### config.mk
export PLATFORM = sky130hd
export DESIGN_NAME = pipeline_sequencer_flat
export DESIGN_NICKNAME = d
export VERILOG_FILES = /design/src/rtl/pipeline_sequencer_if.sv /design/src/rtl/pipeline_sequencer.sv /design/src/flat_wrapper.sv
export SDC_FILE = /design/constraint.sdc
export NUM_CORES = 1
export LEC_CHECK = 0
export ABC_AREA = 1
export CELL_PAD_IN_SITES_DETAIL_PLACEMENT = 0
export CELL_PAD_IN_SITES_GLOBAL_PLACEMENT = 2
export CORE_ASPECT_RATIO = 1.5
export CORE_MARGIN = 3
export CORE_UTILIZATION = 36
export CTS_BUF_LIST = sky130_fd_sc_hd__clkbuf_2
export CTS_CLUSTER_DIAMETER = 100
export DETAILED_ROUTE_END_ITERATION = 8
export DONT_BUFFER_PORTS = 1
export GPL_TIMING_DRIVEN = 1
export PLACE_DENSITY = 0.85
export SYNTH_ARGS = -nofsm -noshare
export SYNTH_HDL_FRONTEND = slang
export SYNTH_SLANG_ARGS = --single-unit
### constraint.sdc
create_clock -name clk -period 3.3 [get_ports clk]
set_input_delay 0.99 -clock clk [delete_from_list [all_inputs] [get_ports clk]]
set_output_delay 0.99 -clock clk [all_outputs]
set_load 0.02 [all_outputs]
### src/rtl/pipeline_sequencer_if.sv
// Control bundle between the pipeline datapath and pipeline_sequencer.
//   master : sequencer side. It reads the hazard/command inputs and drives the
//            stage enables, flushes, status and counters.
//   slave  : datapath / driver side. This is the mirror of master.
// Signals:
//   start, finish_id, pc_src           : command and branch inputs
//   id_rs1, id_rs2, ex_mem_read, ex_rd : load-use hazard inputs
//   pc_en, if_id_en/flush, id_ex_en/flush, ex_mem_en, mem_wb_en : stage controls
//   running, done, cycle_count, stall_count                    : status
interface pipeline_sequencer_if #(
  parameter int unsigned REG_ADDR_W = 4,
  parameter int unsigned CNT_W      = 32
);
  logic                  start;
  logic                  finish_id;
  logic                  pc_src;
  logic [REG_ADDR_W-1:0] id_rs1;
  logic [REG_ADDR_W-1:0] id_rs2;
  logic                  ex_mem_read;
  logic [REG_ADDR_W-1:0] ex_rd;
  logic                  pc_en;
  logic                  if_id_en;
  logic                  if_id_flush;
  logic                  id_ex_en;
  logic                  id_ex_flush;
  logic                  ex_mem_en;
  logic                  mem_wb_en;
  logic                  running;
  logic                  done;
  logic [CNT_W-1:0]      cycle_count;
  logic [CNT_W-1:0]      stall_count;

  modport master (
    input  start, finish_id, pc_src, id_rs1, id_rs2, ex_mem_read, ex_rd,
    output pc_en, if_id_en, if_id_flush, id_ex_en, id_ex_flush,
           ex_mem_en, mem_wb_en, running, done, cycle_count, stall_count
  );

  modport slave (
    output start, finish_id, pc_src, id_rs1, id_rs2, ex_mem_read, ex_rd,
    input  pc_en, if_id_en, if_id_flush, id_ex_en, id_ex_flush,
           ex_mem_en, mem_wb_en, running, done, cycle_count, stall_count
  );
endinterface

### src/rtl/pipeline_sequencer.sv
// Control block for a 5-stage pipeline (IF, ID, EX, MEM, WB).
// The block starts execution on a command. It produces the PC and inter-stage
// enables and flushes, resolves load-use stalls and taken-branch flushes, and
// drains the pipeline after a finish instruction leaves ID.
// Ports:
//   clk   : rising-edge clock
//   reset : asynchronous, active-high reset
//   bus   : pipeline_sequencer_if.master, which carries the command and hazard
//           inputs, the stage controls, the status flags and the counters
module pipeline_sequencer #(
  parameter int unsigned REG_ADDR_W   = 4,
  parameter int unsigned DRAIN_CYCLES = 3,
  parameter int unsigned CNT_W        = 32
) (
  input  logic                   clk,
  input  logic                   reset,
  pipeline_sequencer_if.master   bus
);
  localparam int unsigned DRAIN_W = 4;
  localparam logic [CNT_W-1:0]   CNT_ONE   = CNT_W'(1);
  localparam logic [DRAIN_W-1:0] DRAIN_ONE = DRAIN_W'(1);
  localparam logic [DRAIN_W-1:0] DRAIN_LD  = DRAIN_W'(DRAIN_CYCLES);

  typedef enum logic [1:0] {S_IDLE, S_RUN, S_DRAIN, S_DONE} state_t;

  state_t               state_q, state_d;
  logic [DRAIN_W-1:0]   drain_q, drain_d;
  logic [CNT_W-1:0]     cycle_q, cycle_d;
  logic [CNT_W-1:0]     stall_q, stall_d;

  logic [REG_ADDR_W-1:0] rs1, rs2, rd;
  logic                  load_use;
  logic [CNT_W-1:0]      cycle_inc, stall_inc;

  logic pc_en, if_id_en, if_id_flush, id_ex_en, id_ex_flush;
  logic ex_mem_en, mem_wb_en, running, done;

  assign rs1 = bus.id_rs1;
  assign rs2 = bus.id_rs2;
  assign rd  = bus.ex_rd;

  // Register 0 is hard-wired, so a load that targets it never forces a stall.
  assign load_use = bus.ex_mem_read && (rd != '0) && ((rd == rs1) || (rd == rs2));

  // The counters saturate at all-ones.
  assign cycle_inc = (cycle_q == '1) ? cycle_q : cycle_q + CNT_ONE;
  assign stall_inc = (stall_q == '1) ? stall_q : stall_q + CNT_ONE;

  always_ff @(posedge clk or posedge reset) begin
    if (reset) begin
      state_q <= S_IDLE;
      drain_q <= '0;
      cycle_q <= '0;
      stall_q <= '0;
    end else begin
      state_q <= state_d;
      drain_q <= drain_d;
      cycle_q <= cycle_d;
      stall_q <= stall_d;
    end
  end

  always_comb begin
    state_d     = state_q;
    drain_d     = drain_q;
    cycle_d     = cycle_q;
    stall_d     = stall_q;
    pc_en       = 1'b0;
    if_id_en    = 1'b0;
    if_id_flush = 1'b1;
    id_ex_en    = 1'b0;
    id_ex_flush = 1'b1;
    ex_mem_en   = 1'b0;
    mem_wb_en   = 1'b0;
    running     = 1'b0;
    done        = 1'b0;

    unique case (state_q)
      S_IDLE, S_DONE: begin
        done = (state_q == S_DONE);
        if (bus.start) begin
          state_d = S_RUN;
          cycle_d = '0;
          stall_d = '0;
        end
      end

      S_RUN: begin
        running   = 1'b1;
        cycle_d   = cycle_inc;
        ex_mem_en = 1'b1;
        mem_wb_en = 1'b1;
        id_ex_en  = 1'b1;
        if (bus.pc_src) begin
          pc_en       = 1'b1;
          if_id_en    = 1'b1;
        end else if (load_use) begin
          // IF/ID holds and is not cleared. A bubble goes into ID/EX.
          if_id_flush = 1'b0;
          stall_d     = stall_inc;
        end else begin
          pc_en       = 1'b1;
          if_id_en    = 1'b1;
          if_id_flush = 1'b0;
          id_ex_flush = 1'b0;
          if (bus.finish_id) begin
            state_d = S_DRAIN;
            drain_d = DRAIN_LD;
          end
        end
      end

      S_DRAIN: begin
        running   = 1'b1;
        cycle_d   = cycle_inc;
        id_ex_en  = 1'b1;
        ex_mem_en = 1'b1;
        mem_wb_en = 1'b1;
        drain_d   = drain_q - DRAIN_ONE;
        if (drain_q == DRAIN_ONE) state_d = S_DONE;
      end

      default: state_d = S_IDLE;
    endcase
  end

  assign bus.pc_en       = pc_en;
  assign bus.if_id_en    = if_id_en;
  assign bus.if_id_flush = if_id_flush;
  assign bus.id_ex_en    = id_ex_en;
  assign bus.id_ex_flush = id_ex_flush;
  assign bus.ex_mem_en   = ex_mem_en;
  assign bus.mem_wb_en   = mem_wb_en;
  assign bus.running     = running;
  assign bus.done        = done;
  assign bus.cycle_count = cycle_q;
  assign bus.stall_count = stall_q;
endmodule

### src/flat_wrapper.sv
// flat-port wrapper written by rule: the top's interface ports become plain ports
module pipeline_sequencer_flat 
#(
  parameter int unsigned REG_ADDR_W   = 4,
  parameter int unsigned DRAIN_CYCLES = 3,
  parameter int unsigned CNT_W        = 32
)
  (clk, reset, bus_start, bus_finish_id, bus_pc_src, bus_id_rs1, bus_id_rs2, bus_ex_mem_read, bus_ex_rd, bus_pc_en, bus_if_id_en, bus_if_id_flush, bus_id_ex_en, bus_id_ex_flush, bus_ex_mem_en, bus_mem_wb_en, bus_running, bus_done, bus_cycle_count, bus_stall_count);
  pipeline_sequencer_if #(.REG_ADDR_W(REG_ADDR_W), .CNT_W(CNT_W)) bus_i ();
  input  logic clk;
  input  logic reset;
  input wire logic [$bits(bus_i.start)-1:0] bus_start;
  input wire logic [$bits(bus_i.finish_id)-1:0] bus_finish_id;
  input wire logic [$bits(bus_i.pc_src)-1:0] bus_pc_src;
  input wire logic [$bits(bus_i.id_rs1)-1:0] bus_id_rs1;
  input wire logic [$bits(bus_i.id_rs2)-1:0] bus_id_rs2;
  input wire logic [$bits(bus_i.ex_mem_read)-1:0] bus_ex_mem_read;
  input wire logic [$bits(bus_i.ex_rd)-1:0] bus_ex_rd;
  output wire logic [$bits(bus_i.pc_en)-1:0] bus_pc_en;
  output wire logic [$bits(bus_i.if_id_en)-1:0] bus_if_id_en;
  output wire logic [$bits(bus_i.if_id_flush)-1:0] bus_if_id_flush;
  output wire logic [$bits(bus_i.id_ex_en)-1:0] bus_id_ex_en;
  output wire logic [$bits(bus_i.id_ex_flush)-1:0] bus_id_ex_flush;
  output wire logic [$bits(bus_i.ex_mem_en)-1:0] bus_ex_mem_en;
  output wire logic [$bits(bus_i.mem_wb_en)-1:0] bus_mem_wb_en;
  output wire logic [$bits(bus_i.running)-1:0] bus_running;
  output wire logic [$bits(bus_i.done)-1:0] bus_done;
  output wire logic [$bits(bus_i.cycle_count)-1:0] bus_cycle_count;
  output wire logic [$bits(bus_i.stall_count)-1:0] bus_stall_count;
  assign bus_i.start = bus_start;
  assign bus_i.finish_id = bus_finish_id;
  assign bus_i.pc_src = bus_pc_src;
  assign bus_i.id_rs1 = bus_id_rs1;
  assign bus_i.id_rs2 = bus_id_rs2;
  assign bus_i.ex_mem_read = bus_ex_mem_read;
  assign bus_i.ex_rd = bus_ex_rd;
  assign bus_pc_en = bus_i.pc_en;
  assign bus_if_id_en = bus_i.if_id_en;
  assign bus_if_id_flush = bus_i.if_id_flush;
  assign bus_id_ex_en = bus_i.id_ex_en;
  assign bus_id_ex_flush = bus_i.id_ex_flush;
  assign bus_ex_mem_en = bus_i.ex_mem_en;
  assign bus_mem_wb_en = bus_i.mem_wb_en;
  assign bus_running = bus_i.running;
  assign bus_done = bus_i.done;
  assign bus_cycle_count = bus_i.cycle_count;
  assign bus_stall_count = bus_i.stall_count;
  pipeline_sequencer #(.REG_ADDR_W(REG_ADDR_W), .DRAIN_CYCLES(DRAIN_CYCLES), .CNT_W(CNT_W)) u_core (.clk(clk), .reset(reset), .bus(bus_i));
endmodule
Word level (Yosys, flattened, before mapping)
Index checks and enable logic that the tools add are counted.

Input port bits: 18. Bits in registers: 70. Output and inout port bits: 73. Word-level logic and storage cells: 63.

Add/subtract/negate cells: 3. Mux-type cells: 27. Reduce and logical (&&, ||, !) cells: 13. Equal/unequal tests: 16.

Operators with widths (count): $mux W32 (5); $pmux W32 S2 (2); $add A32 B1 Y32 const B (2); $eq A32 B32 Y1 const B (2); $mux W4 (3); $ne A2 B2 Y1 const B (6); $mux W1 (10); $mux W2 (5); $reduce_and A5 Y1 (2); $eq A4 B4 Y1 (2); $pmux W4 S2 (1); $pmux W2 S3 (1); $eq A2 B2 Y1 const B (2); $eq A4 B1 Y1 const B (1); $ne A2 B1 Y1 const B (2); $reduce_and A4 Y1 (1); $reduce_bool A2 Y1 (2); $reduce_bool A4 Y1 (1); $reduce_or A2 Y1 (2); $sub A4 B1 Y4 const B (1); $eq A2 B1 Y1 const B (1); $logic_and A1 B1 Y1 (2); $logic_not A2 Y1 (1); $reduce_and A2 Y1 (1); $logic_or A1 B1 Y1 (1).

Depth between registers and ports, before layout
Gate-level depths: netlist of run 1.

Depth after elaboration: 6. Mapped depth: 13.

Worst setup path after synthesis of run 1
OpenSTA, ideal clock, no wires.

Path kind: input to output. Start: input bus_ex_rd[2]. End: output bus_pc_en. Setup slack: 0.061 ns. Arrival: 2.249 ns. Stages: 11. Required time: 2.310 ns. Cell sequence: inv_1 nand2_1 nand2_1 nor2_1 nand2_1 nand2_1 nand2_1 nand2_1 buf_2 o21ai_0 buf_4.

Longest elaborated chain between the ends: 6. Elaborated cells between the ends (all ways): 9. Those cells by class: eq/ne (2); mux (3); reduce/logical (4).

Ends and longest elaborated chain: start, declared (RTL line flat_wrapper.sv:18) `input wire logic [$bits(bus_i.ex_rd)-1:0] bus_ex_rd;`; $eq A4 B4 Y1 or $reduce_bool A4 Y1 (tied branches) (RTL line pipeline_sequencer.sv:43) `assign load_use = bus.ex_mem_read && (rd != '0) && ((rd == rs1) || (rd == rs2));`; $logic_or A1 B1 Y1 or $logic_and A1 B1 Y1 (tied branches) (RTL line pipeline_sequencer.sv:43); $logic_and A1 B1 Y1 (*) (RTL line pipeline_sequencer.sv:43); $mux W1 (*) (3 in series); end, declared (RTL line flat_wrapper.sv:19) `output wire logic [$bits(bus_i.pc_en)-1:0] bus_pc_en;`.

Every way passes the cells marked *; elsewhere a longest branch is shown, timed or not.

Final worst setup path of run 1
Start: register u_core.state_q[0]. End: output bus_id_ex_en.

Longest elaborated chain between the ends: 3. Elaborated cells between the ends (all ways): 4. Those cells by class: eq/ne (2); mux (1); reduce/logical (1).

Ends and longest elaborated chain: start, declared (RTL line pipeline_sequencer.sv:26) `state_t state_q, state_d;`; start signal, assigned (RTL line pipeline_sequencer.sv:56) `state_q <= state_d;`; $eq A2 B1 Y1 or $eq A2 B2 Y1 (tied branches); $reduce_or A2 Y1 (no source line) (*); $mux W1 (*); end, declared (RTL line flat_wrapper.sv:22) `output wire logic [$bits(bus_i.id_ex_en)-1:0] bus_id_ex_en;`.

Marked as above.

==> results.toml, run 1 <==
[worst_setup_path]
worstSetupEndpointType = "output port"
crit_slowest_cell = "inv_1"
crit_chain = "inv_1, ha_1, inv_1, buf_12"
reg2regPathDepth = 10
max_stage_delay_ps = 520
critPathLaunchType = "flip-flop"
critPathKind = "reg2out"
r2r_start = "u_core.state_q[0]"
ff2ff_setup_slack_ps = 600
worstPathArrival_ps = 2140
cp_common_cell = "inv_1"
required_ps = 2310
timing.rr.end = "u_core.bus.stall_count[11]"
worst-path-max-fanout = 10

[yosys]
synth_common_cells = "nand2_1, nor2_1, dfrtp_1, nand3_1, inv_1"
synth.most_common_cell = "nand2_1"
synth_cells = 762
netlist-cell-type-count = 34
ys_seq_area_frac = 0.353
syn-num-nets = 788
async_flop_share = 1.00
synth-warning-count = 0
synthTopCellsByArea = "dfrtp_1, nand2_1, nor2_1"
synth-main-ff-cell = "dfrtp_1"
synth_top_area_cell = "dfrtp_1"
synth_edf_count = 0
syn-cell-area_mm2 = 0.00496
ys_ff_latch = 70
postSynthAreaPerCell_um2 = 6.50
synth_top_area_frac = 0.353

[clocking]
clk_pin_slew_ps = 210
ctsResizeCount = 0
clock-sinks = 70
cts-root-buf = "clkbuf_2"
clk_path_buf_depth = 2
post_cts_buffers = 0
cts_tree = "yes"
hold_buffers = 0
cts_buffers = 9
clock_latency_ps = 540
htreeDepth = 3

[final_layout]
drive_gt1_frac = 0.0807
fillers = 1437
syn_to_final_growth_pct = 5.38
nets = 789
fin_area_mm2 = 0.00522
final_util = 0.395

[routing]
post-route-drc-count = 0
via_per_inst = 4.96
vias = 4601
first_pass_iters = 4
drtIter0Drc = 153
wire_per_inst_um = 15.6
totalWireLength_mm = 14.5
ant_nets = 0

[sta]
slew_viol_final = 0
slew_headroom = 0.535
rsz0062_at_grt = "false"
hold_viol = 0
period_needed_ps = 3130
tightestPinTransition_ps = 696
final.setup.worst_slack_ps = 175
post-route-period-util = 0.947
max_freq_mhz = 320
setup_tns_ps = 0
clock_skew_ps = 16.4
setup_viol = 0

[placed_design]
dpl_cell_area_mm2 = 0.00511
place_ws_ps = 333
port_buffers = 0
hpwl_mm = 11.1
place.gp.congestion = 0.877

[power_and_ir_drop]
peakVddDrop_mv = 0.317
fin_total_pwr_mw = 2.75
p_leak_nw = 2.42
cellPowerDensity_mw_per_mm2 = 527

[status]
status = "finished clean"

[grt]
grt_pass1_vias = 4421
grt.total_usage = 0.198
antenna_found_initial = 1
grt_pass1_wl_mm = 23.2
overflow = 0
grt_max_degree = 71

[floorplan]
die_area_mm2 = 0.0152
num_rows = 51
die_x_um = 102
die_h_um = 150
core_mm2 = 0.0132
initial_core_util = 0.375
io_pins = 91

[run]
maxCapViolations = 0

[worst_hold_path]
hp-class = "in2async"
## layout make-up
class                           count  area (um^2)  area share
Clock buffer                       11         55.1      0.0105
Inverter                           65          244      0.0467
Multi-Input combinational cell    608         2830       0.541
Sequential cell                    70         1750       0.335
Clock inverter                      5         50.0     0.00958
Tap cell                          159          199      0.0381
Timing Repair Buffer                9         92.6      0.0177
Antenna cell                        1         2.50    0.000479
## cells by family after synthesis
kind of cell,count (synthesis),synth area share
adder cells (fa/ha/maj),8,0.0202
XOR/XNOR,29,0.0513
AO/OA/AOI/OAI,45,0.0558
AND/OR/NAND/NOR,526,0.442
flip-flops,70,0.353
buffers and inverters,84,0.0775
## cell usage in the layout (no fill, tap or decap), types with 6 or more instances in the layout
cell type  Yosys  routed
xnor2_1       15      15
inv_2          7       8
xor2_1        14      14
o21ai_2        6       6
o21bai_1       6       6
clkbuf_2       0      11
nand4_1        6       6
nand2_1      326     326
o21ai_1        6       6
nor2_1       100     100
or2_2          7       7
nand3_1       60      60
dfrtp_1       70      70
o21ai_0       18      18
buf_4          5       7
inv_1         58      57
ha_1           8       8
## through the flow
stage	hold WS [ps]	std cells
6_report	373	928
5_1_grt	353	928
4_1_cts	349	927
3_5_place_dp	529	911
3_3_place_gp	491	911
2_1_floorplan	464	762
## metal layers
metal  part of all wire  up-vias  GRT usage  wire, um
met2               0.56      102      0.384      8150
li1                   -     2380          -         -
met4              0.026        0     0.0739       372
met1               0.36     2098      0.200      5290
met5                  0        -          0         0
met3              0.048       21     0.0415       703
## critical path, delay by kind of cell, from the launching register on
family	cells	cell delay, ps
fa+ha+maj	1	300
buf+inv	3	810
flops	1	470
## power by group
group          internal [mW]  leakage, nW  switching, mW
Sequential             0.918        0.966         0.0982
Clock                  0.175       0.0670          0.335
Combinational          0.313         1.39          0.913
## sequential cells by signal, summed over array words and instances (netlist names)
| signal | flops |
|---|---|
| u_core.state_q | 2 |
| u_core.bus.cycle_count | 32 |
| u_core.drain_q | 4 |
| u_core.bus.stall_count | 32 |
## how the worst max path moves through the flow
stage	from	to	slack, ps	depth (start not counted)
6_report	u_core.state_q[0]	bus_id_ex_en	170	4
4_1_cts	u_core.state_q[0]	bus_mem_wb_en	80	4
2_1_floorplan	bus_ex_rd[2]	bus_pc_en	60	11
5_1_grt	u_core.state_q[0]	bus_mem_wb_en	20	4
3_3_place_gp	bus_ex_rd[2]	bus_if_id_en	350	10
3_5_place_dp	bus_ex_rd[3]	bus_if_id_en	330	10
No activity file was read; power rests on OpenSTA's default activity.
==> run 2: changes to the inputs <==
ABC_AREA = not set   (was 1)
CORE_UTILIZATION = 40   (was 36)
GPL_TIMING_DRIVEN = not set   (was 1)
==> results.toml, run 2 <==
[status]
status = "finished clean"

[floorplan]
initial_core_util = 0.417
die_area_mm2 = 0.0120
die_x_um = 90.6
core_mm2 = 0.0103
die_h_um = 133
num_rows = 45
io_pins = 91

[worst_setup_path]
required_ps = 2310
max_stage_delay_ps = 370
worstPathArrival_ps = 2030
timing.rr.end = "u_core.bus.cycle_count[25]"
worst-path-max-fanout = 3
reg2regPathDepth = 8
crit_chain = "xor2_1, nor4_2, o211ai_2, o21a_1, buf_12"
worstSetupEndpointType = "output port"
ff2ff_setup_slack_ps = 680
critPathKind = "in2out"
r2r_start = "u_core.state_q[0]"
critPathLaunchType = "input port"
crit_slowest_cell = "nor4_2"

[sta]
tightestPinTransition_ps = 679
clock_skew_ps = 30.7
period_needed_ps = 3020
max_freq_mhz = 331
slew_viol_final = 0
setup_viol = 0
post-route-period-util = 0.917
hold_viol = 0
rsz0062_at_grt = "false"
setup_tns_ps = 0
final.setup.worst_slack_ps = 275
slew_headroom = 0.547

[final_layout]
nets = 500
syn_to_final_growth_pct = 7.25
drive_gt1_frac = 0.104
final_cell_mix = "dfrtp_1, nand2_1, nor2_1"
final_common_cell = "dfrtp_1"

[yosys]
syn-cell-area_mm2 = 0.00430
synth_top_area_frac = 0.408
synth-main-ff-cell = "dfrtp_1"
synth_edf_count = 0
syn-num-nets = 503
async_flop_share = 1.00
synth.most_common_cell = "dfrtp_1"
ys_seq_area_frac = 0.408
ys_ff_latch = 70
netlist-cell-type-count = 57
synth-warning-count = 0
synthTopCellsByArea = "dfrtp_1, nand2_1, xor2_1"
synth_top_area_cell = "dfrtp_1"
synth_common_cells = "dfrtp_1, nand2_1, nor2_1, nand3_1"
synth_cells = 477
postSynthAreaPerCell_um2 = 9.00

[clocking]
cts_tree = "yes"
clock-sinks = 70
cts_buffers = 9
clock_latency_ps = 520
cts-root-buf = "clkbuf_2"
clk_path_buf_depth = 2
clk_pin_slew_ps = 220
htreeDepth = 3

[placed_design]
place_ws_ps = 274
place.gp.congestion = 0.819
hpwl_mm = 8.16
port_buffers = 0

[worst_hold_path]
hp-class = "in2async"

[grt]
overflow = 0
grt.total_usage = 0.192
grt_pass1_vias = 3717
antenna_found_initial = 1
grt_pass1_wl_mm = 18.7
grt_max_degree = 33

[power_and_ir_drop]
p_leak_nw = 1.96
cellPowerDensity_mw_per_mm2 = 599
peakVddDrop_mv = 0.277

[routing]
first_pass_iters = 6
totalWireLength_mm = 11.3
vias = 3593
post-route-drc-count = 0
wire_per_inst_um = 18.1
drtIter0Drc = 140
ant_nets = 0
via_per_inst = 5.79

[run]
maxCapViolations = 0
## run 2: area by class of cell
type                    instances  area (um^2)
multi-input cells             358         2320
diodes                          1         2.50
flip-flops and latches         70         1750
inverters                      21         82.6
clock buffers                   9         45.0
repair buffers                 14          118
well taps                     141          176
fillers                      1057         5700
clock inverters                 7          113
## run 2: how the worst max path moves through the flow
| stage | end | from | slack (ps) | cells past startpoint |
|---|---|---|---|---|
| floorplan | bus_pc_en | bus_ex_rd[1] | 160 | 4 |
| global placement | bus_if_id_en | bus_ex_rd[1] | 330 | 5 |
| detailed placement | bus_pc_en | bus_ex_rd[1] | 270 | 5 |
| CTS | bus_ex_mem_en | u_core.state_q[0] | 40 | 3 |
| global route | bus_ex_mem_en | u_core.state_q[0] | 90 | 3 |
| finish | bus_pc_en | bus_ex_rd[1] | 280 | 5 |
## run 2: routing by layer
metal  up-vias  global-route usage  share of wire
li1       1729                   -              -
met1      1766               0.198           0.38
met2        78               0.350           0.54
met3        20              0.0580          0.055
met4         0              0.0886          0.022
met5         -                   0              0
## run 2: through the flow
step                 util  hold slack (ps)  area, um^2  std cells  power, mW
floorplan               -              518        4300        477       1.89
global placement    0.431              551        4440        604       2.09
detailed placement  0.431              581        4440        604       2.12
CTS                 0.446              366        4600        620       2.78
global route        0.447              371        4610        621       2.97
finish              0.447              407        4610        621       2.76
## run 2: critical path: cells and delay by family
kind	cells	cell delay [ps]
buffers and inverters	1	150
and+or+nand+nor	1	370
AOI/OAI and AO/OA	2	390
xor gates and xnor gates	1	140
## run 2: power by group
group	switching (mW)	internal [mW]
Sequential	0.148	0.929
Clock	0.329	0.323
Combinational	0.682	0.347
## run 2: repair_timing
action / 4_1_cts / 5_1_grt
setup endpoints to repair: 0 / 4
buffers inserted: 0 / 0
resized for setup: 0 / 2
hold buffers: 0 / 0
## run 2: logic make-up (layout without fill, tap and decap cells)
family,count (synthesis),in the layout,share of synthesized area
AO/OA/AOI/OAI,98,98,0.149
XOR/XNOR,25,25,0.0510
adder cells (fa/ha/maj),8,8,0.0233
buffers and inverters,49,51,0.0530
flip-flops,70,70,0.408
multiplexers,12,12,0.0285
other,0,1,0
AND/OR/NAND/NOR,215,215,0.287
==> run 3: changes to the inputs <==
BUFFER_PORTS_ARGS = -buffer_cell sky130_fd_sc_hd__buf_2   (was not set)
CAP_MARGIN = 20   (was not set)
CORE_UTILIZATION = 34   (was 40)
DONT_BUFFER_PORTS = not set   (was 1)
PLACE_DENSITY = 0.84   (was 0.85)
==> results.toml, run 3 (synthesis results as in run 2) <==
[routing]
drt-met1-wl_mm = 5.10
drtIter0Drc = 142
vias = 3951
totalWireLength_mm = 12.0
top_layer_used = "met4"
first_pass_iters = 4
wire_per_inst_um = 16.6
via_per_inst = 5.50
met3_length_um = 595
met2_length_mm = 6.09
ant_nets = 0
post-route-drc-count = 0

[power_and_ir_drop]
p_sw_mw = 1.19
p_comb_frac = 0.405
peakVddDrop_mv = 0.222
p_clk_frac = 0.232
fin_total_pwr_mw = 2.83
internal-power_mw = 1.64
swShare = 0.420
cellPowerDensity_mw_per_mm2 = 562
pwr-share-seq = 0.363
p_leak_nw = 2.40

[placed_design]
place_ws_ps = 57.0
place.gp.congestion = 0.811
port_buffers = 90
hpwl_mm = 8.70
dp.cells = 703

[grt]
grt_pass1_wl_mm = 19.7
overflow = 0
grt_max_degree = 43
grt.total_usage = 0.173
grt_pass1_vias = 3875
antenna_found_initial = 0

[worst_setup_path]
cp_common_cell = "buf_2"
worst-path-max-fanout = 8
required_ps = 2310
worstPathArrival_ps = 2250
path_buf_inv = 3
worstSetupEndpointType = "output port"
critPathLaunchType = "input port"
critPathKind = "in2out"
crit_chain = "buf_2, xor2_1, nor4_2, o211ai_2, buf_4, nand2b_1, buf_2"
max_stage_delay_ps = 360
timing.rr.end = "u_core.bus.stall_count[7]"
reg2regPathDepth = 8
r2r_start = "u_core.state_q[0]"
crit_slowest_cell = "nor4_2"
crit_family = "buffers and inverters"
ff2ff_setup_slack_ps = 690

[final_layout]
antenna_cells = 0
stdcell_count = 719
final_common_cell = "buf_2"
syn_to_final_growth_pct = 17.4
nets = 587
drive_gt1_frac = 0.240
final_cell_mix = "buf_2, dfrtp_1, nand2_1"

[clocking]
clk_path_buf_depth = 2
cts_buffers = 9
cts_tree = "yes"
htreeDepth = 3
post_cts_buffers = 0
clock-sinks = 70
cts-root-buf = "clkbuf_2"
clk_pin_slew_ps = 220
clock_latency_ps = 520

[sta]
max_freq_mhz = 309
period_needed_ps = 3240
hold-worst-slack_ps = 531
post-route-period-util = 0.982
setup_tns_ps = 0
hold_viol = 0
clock_skew_ps = 28.0
slew_viol_final = 0
slew_headroom = 0.555
rsz0062_at_grt = "false"
final.setup.worst_slack_ps = 60.1
setup_viol = 0
tightestPinTransition_ps = 666

[floorplan]
die_h_um = 144
die_area_mm2 = 0.0140
initial_core_util = 0.352
num_rows = 49
die_x_um = 97.8
core_mm2 = 0.0122
io_pins = 91

[worst_hold_path]
hp-class = "in2async"

[status]
status = "finished clean"

[run]
maxCapViolations = 0
-- run 3: cell count changes in the layout (fill, tap and decap cells not counted), sizes merged --
cell	before	now
buf	14	101
clkinvlp	1	0
diode	1	0
inv	20	21
-- run 3: through the flow --
step           cell area [um^2]   util
2_1_floorplan              4300      -
3_3_place_gp               4880  0.400
4_1_cts                    5040  0.413
6_report                   5040  0.413
5_1_grt                    5040  0.413
3_5_place_dp               4880  0.400
-- run 3: final cells by class --
class | count | area (um^2)
Inverter | 21 | 78.8
Clock buffer | 9 | 45.0
Clock inverter | 7 | 113
Multi-Input combinational cell | 358 | 2320
Tap cell | 153 | 191
Timing Repair Buffer | 101 | 546
Sequential cell | 70 | 1750
Fill cell | 1247 | 7160
-- run 3: how the worst max path moves through the flow --
stage	startpoint	end	slack, ps	cells past startpoint
after floorplan	bus_ex_rd[1]	bus_pc_en	160	4
after global placement	bus_ex_rd[1]	bus_pc_en	70	5
after detailed placement	bus_ex_rd[1]	bus_if_id_en	60	6
after CTS	bus_ex_rd[1]	bus_id_ex_flush	50	7
after global routing	bus_ex_rd[2]	bus_id_ex_flush	5	7
final	bus_ex_rd[2]	bus_id_ex_flush	60	7
-- run 3: power by group through the flow --
stage          clock [mW]  sequential [mW]  combinational, mW
6_report            0.657             1.03               1.15
5_1_grt             0.725             1.05               1.28
4_1_cts             0.681             1.03               1.17
3_5_place_dp            0             1.04               1.16
3_3_place_gp            0             1.04               1.14
2_1_floorplan           0             1.06              0.829
-- run 3: what timing repair did --
item,in CTS,in global routing
hold buffers,0,0
setup endpoints to repair,0,3
resized for setup,0,1
-- run 3: per-layer routing --
metal / track usage / vias up
li1: - / 1906
met1: 0.207 / 1923
met2: 0.301 / 106
met3: 0.0432 / 16
met4: 0.0613 / 0
met5: 0 / -
